==> src/rtl/pdm_sample_fifo.sv <==
// PCM sample buffer for the PDM model; a push into an empty FIFO is not
// visible at dout until the following cycle.
module pdm_sample_fifo #(
  parameter int DEPTH = 4,
  parameter int WIDTH = 16
) (
  input  logic             clk,
  input  logic             rst_n,
  input  logic             push,
  input  logic [WIDTH-1:0] din,
  input  logic             pop,
  output logic [WIDTH-1:0] dout,
  output logic             full,
  output logic             empty
);

  localparam int AW = (DEPTH > 1) ? $clog2(DEPTH) : 1;

  logic [WIDTH-1:0] mem [DEPTH];
  logic [AW-1:0]    wr_ptr;
  logic [AW-1:0]    rd_ptr;
  logic [AW:0]      count;
  logic             push_ok;
  logic             pop_ok;

  assign full    = (count == (AW+1)'(DEPTH));
  assign empty   = (count == '0);
  assign dout    = mem[rd_ptr];
  assign push_ok = push & ~full;
  assign pop_ok  = pop & ~empty;

  always_ff @(posedge clk) begin
    if (push_ok) mem[wr_ptr] <= din;
  end

  // Power-of-two depth lets the pointers wrap on their own.
  always_ff @(posedge clk or negedge rst_n) begin
    if (!rst_n) begin
      wr_ptr <= '0;
      rd_ptr <= '0;
      count  <= '0;
    end else begin
      if (push_ok) wr_ptr <= wr_ptr + AW'(1);
      if (pop_ok)  rd_ptr <= rd_ptr + AW'(1);
      case ({push_ok, pop_ok})
        2'b10:   count <= count + (AW+1)'(1);
        2'b01:   count <= count - (AW+1)'(1);
        default: count <= count;
      endcase
    end
  end

endmodule

==> config.mk <==
export PLATFORM = sky130hd
export DESIGN_NAME = pdm_sample_fifo
export DESIGN_NICKNAME = d
export VERILOG_FILES = /design/src/rtl/pdm_sample_fifo.sv
export SDC_FILE = /design/constraint.sdc
export NUM_CORES = 1
export LEC_CHECK = 0
export BUFFER_PORTS_ARGS = -buffer_cell sky130_fd_sc_hd__buf_2
export CORE_MARGIN = 2
export CORE_UTILIZATION = 30
export CTS_BUF_LIST = sky130_fd_sc_hd__clkbuf_8
export CTS_CLUSTER_DIAMETER = 40
export DETAILED_ROUTE_END_ITERATION = 6
export HOLD_SLACK_MARGIN = 0.02
export PLACE_DENSITY = 0.47
export SLEW_MARGIN = 0
export SYNTH_ARGS = -nofsm -noshare
export SYNTH_HDL_FRONTEND = slang
export SYNTH_SLANG_ARGS = --single-unit
==> constraint.sdc <==
create_clock -name clk -period 1.6 [get_ports clk]
set_input_delay 0.16 -clock clk [delete_from_list [all_inputs] [get_ports clk]]
set_output_delay 0.16 -clock clk [all_outputs]
set_load 0.01 [all_outputs]
==> flow_summary.yaml <==
floorplanning:
  die_y_um: 100
  io_pins: 38
  initial_utilization_pct: 30.5
  coreArea_um2: 9110
  fp.dieW_um: 100
  dieArea_um2: 10000
  rows: 35
hold_path:
  worstHoldStart: "din[0]"
  min_path_type: "in -> reg"
power:
  ir_worst_vdd_mv: 0.762
  power_density_nw_per_um2: 1870
  p_int_w: 0.00483
  p_switching_w: 0.00194
  p_seq_share_pct: 39.1
  leakage_nw: 1.34
  clockPowerShare_pct: 22.3
  total_power_w: 0.00677
  combPwrFrac_pct: 38.5
  p_sw_share_pct: 28.7
global_routing:
  use_met3_pct: 3.83
  grt_use_met2_pct: 18.4
  top_usage_layer: "met2"
  grt_usage_pct: 10.6
  grt_pass1_vias: 1489
  overflow: 0
  met1_usage_pct: 11.8
  grt_pass1_wl_um: 7630
  antenna_found_initial: 0
  grt_max_degree: 17
status:
  violations: "setup timing"
  status: "complete, but fails checks"
clock_tree:
  clk_pin_slew_ns: 0.07
  clock_sinks: 71
  htreeDepth: 3
  tritoncts: "yes"
  cts_buffers: 9
  clockRootBuffer: "clkbuf_8"
  clkLatencyLatePin_ns: 0.34
  cts_buffer_depth: 2
route:
  vias: 1364
  drt_iter0_markers: 51
  first_pass_iters: 4
  drt-total-wl_um: 5160
  via_per_inst: 4.43
  drc: 0
  wl_per_cell_um: 16.8
  ant_nets: 0
synthesis:
  synth-seq-cells: 71
  ys_types: 21
  syn_inst: 121
  seq_area_frac_synth_pct: 75.6
  synth_fp_nets: 147
  yosysWarnings: 0
  syn_area_um2: 2780
  syn_area_per_cell_um2: 22.9
  yosysTopAreaCellShare_pct: 69.3
  synth_area_leaders: "edfxtp_1 (69%), mux4_1 (7.6%), mux4_2 (6.5%)"
  synth_top_area_cell: "edfxtp_1"
worst_setup_path:
  cp_data_required_time_ns: 1.82
  cp_max_fo: 2
  start_kind: "register"
  worstSetupPathType: "reg -> reg"
  startpoint: "count[0]"
  cp-end-kind: "register"
  r2r-start: "count[0]"
  cp.arrival_ns: 2.07
flow_run:
  cap_violations: 0
sta:
  layout_min_cycle_time_ns: 1.85
  hold_slack_ns: 0.0382
  rsz0062_at_grt: "true"
  hold_viol_final: 0
  slew_headroom_pct: 82.1
  fin_skew_ns: 0.00828
  setup_tns_ns: -2.61
  worstMarginPinSlew_ns: 0.268
  fin_ws_ns: -0.250
  finalMaxSlewViolations: 0
  period_share_pct: 116
  fmax_mhz: 541
  finalSetupViolCount: 18
place:
  io_buffers: 37
  dpl.hpwl_um: 3160
  dpl_cell_area_um2: 3170
  gp_congestion: 0.751
finish:
  layout_commonest_cell: "edfxtp_1"
  diodes: 0
  areaGrowthSynthToFinish_pct: 30.4
  multi_input_area_um2: 613
  fillers: 833
  final_cell_mix: "edfxtp_1 (64), buf_2 (26), mux4_2 (16), buf_4 (14), buf_6 (12)"
  final_nets: 218
  post-route-util_pct: 39.7
  drive_above_1_share_pct: 50.3
  regArea_um2: 2100
  stdcell_area_um2: 3620
-- power by group through the flow --
stage / combinational, W / sequential (W) / clock (W)
after floorplan: 0.00133 / 0.00263 / 0
after global placement: 0.00200 / 0.00265 / 0
after detailed placement: 0.00206 / 0.00268 / 0
after CTS: 0.00223 / 0.00264 / 0.00155
after global routing: 0.00281 / 0.00268 / 0.00163
final: 0.00261 / 0.00265 / 0.00151
-- per-stage QoR --
stage / std cells / setup WS [ns]
4_1_cts: 295 / -0.257
3_3_place_gp: 274 / -0.111
6_report: 308 / -0.250
2_1_floorplan: 121 / -0.249
5_1_grt: 308 / -0.352
3_5_place_dp: 274 / -0.261
-- logic make-up (layout without fill, tap and decap cells) --
kind of cell	Yosys count	in the layout	share of synthesized area (%)
flops	71	71	75.6
mux	18	18	14.8
buf+inv	10	85	2.30
simple gates	9	10	2.12
fa+ha+maj	6	6	2.98
xor+xnor	6	6	1.89
compound gates	1	1	0.316
-- metal layers --
layer,vias to the layer above,share of wire [%]
met5,-,0
met4,0,1.8
met3,10,4.0
met2,33,52
met1,697,42
li1,624,-
-- worst paths after layout --
| check | to | slack (ns) | cells past startpoint |
|---|---|---|---|
| min in group asynchronous | count[0] | 0.18 | 2 |
| min reg2reg | rd_ptr[1] | 0.53 | 1 |
| max reg2reg | count[2] | -0.25 | 9 |
| min | mem[0][0] | 0.04 | 1 |
| max | count[2] | -0.25 | 9 |
| max in group asynchronous | rd_ptr[0] | 1.24 | 2 |
-- worst max-delay path, cell delays in order, from the launching register on --
cell and delay [ns]:
dfrtp_1 0.41, nor3b_4 0.22, nor2b_2 0.08, inv_1 0.07, ha_2 0.19, inv_2 0.04, fa_2 0.34, xor2_1 0.16
nor2_1 0.07, xor2_1 0.15
-- synthesized netlist by cell type --
cell type,instances
nor3_1,1
xnor2_1,3
nand2_1,1
buf_2,2
buf_6,1
nor3b_2,1
ha_1,5
inv_1,6
dfrtp_1,7
nor2b_2,1
mux2_2,1
nor2_1,1
fa_1,1
xor2_1,3
mux2i_1,1
o31a_1,1
mux4_1,8
edfxtp_1,64
buf_12,1
mux4_2,8
and2_1,4
-- cell type report --
type / instances / area share, %
Sequential cell: 71 / 58.0
Multi-Input combinational cell: 41 / 16.9
Timing Repair Buffer: 63 / 14.8
Tap cell: 111 / 3.84
Clock buffer: 9 / 3.42
Clock inverter: 7 / 2.39
Inverter: 6 / 0.622
-- flip-flops by register name, summed over array words and instances, names as in the netlist --
signal and cells:
mem 64, count 3, rd_ptr 2, wr_ptr 2
-- repair_timing --
item                       4_1_cts  5_1_grt
hold buffers                     2        4
buffers inserted                 3        7
gates resized for setup         12       13
pin swaps                        4        6
gates cloned                     0        2
setup endpoints to repair       82       41
hold endpoints to repair         9       10
Power figures use the tool's default switching activity.
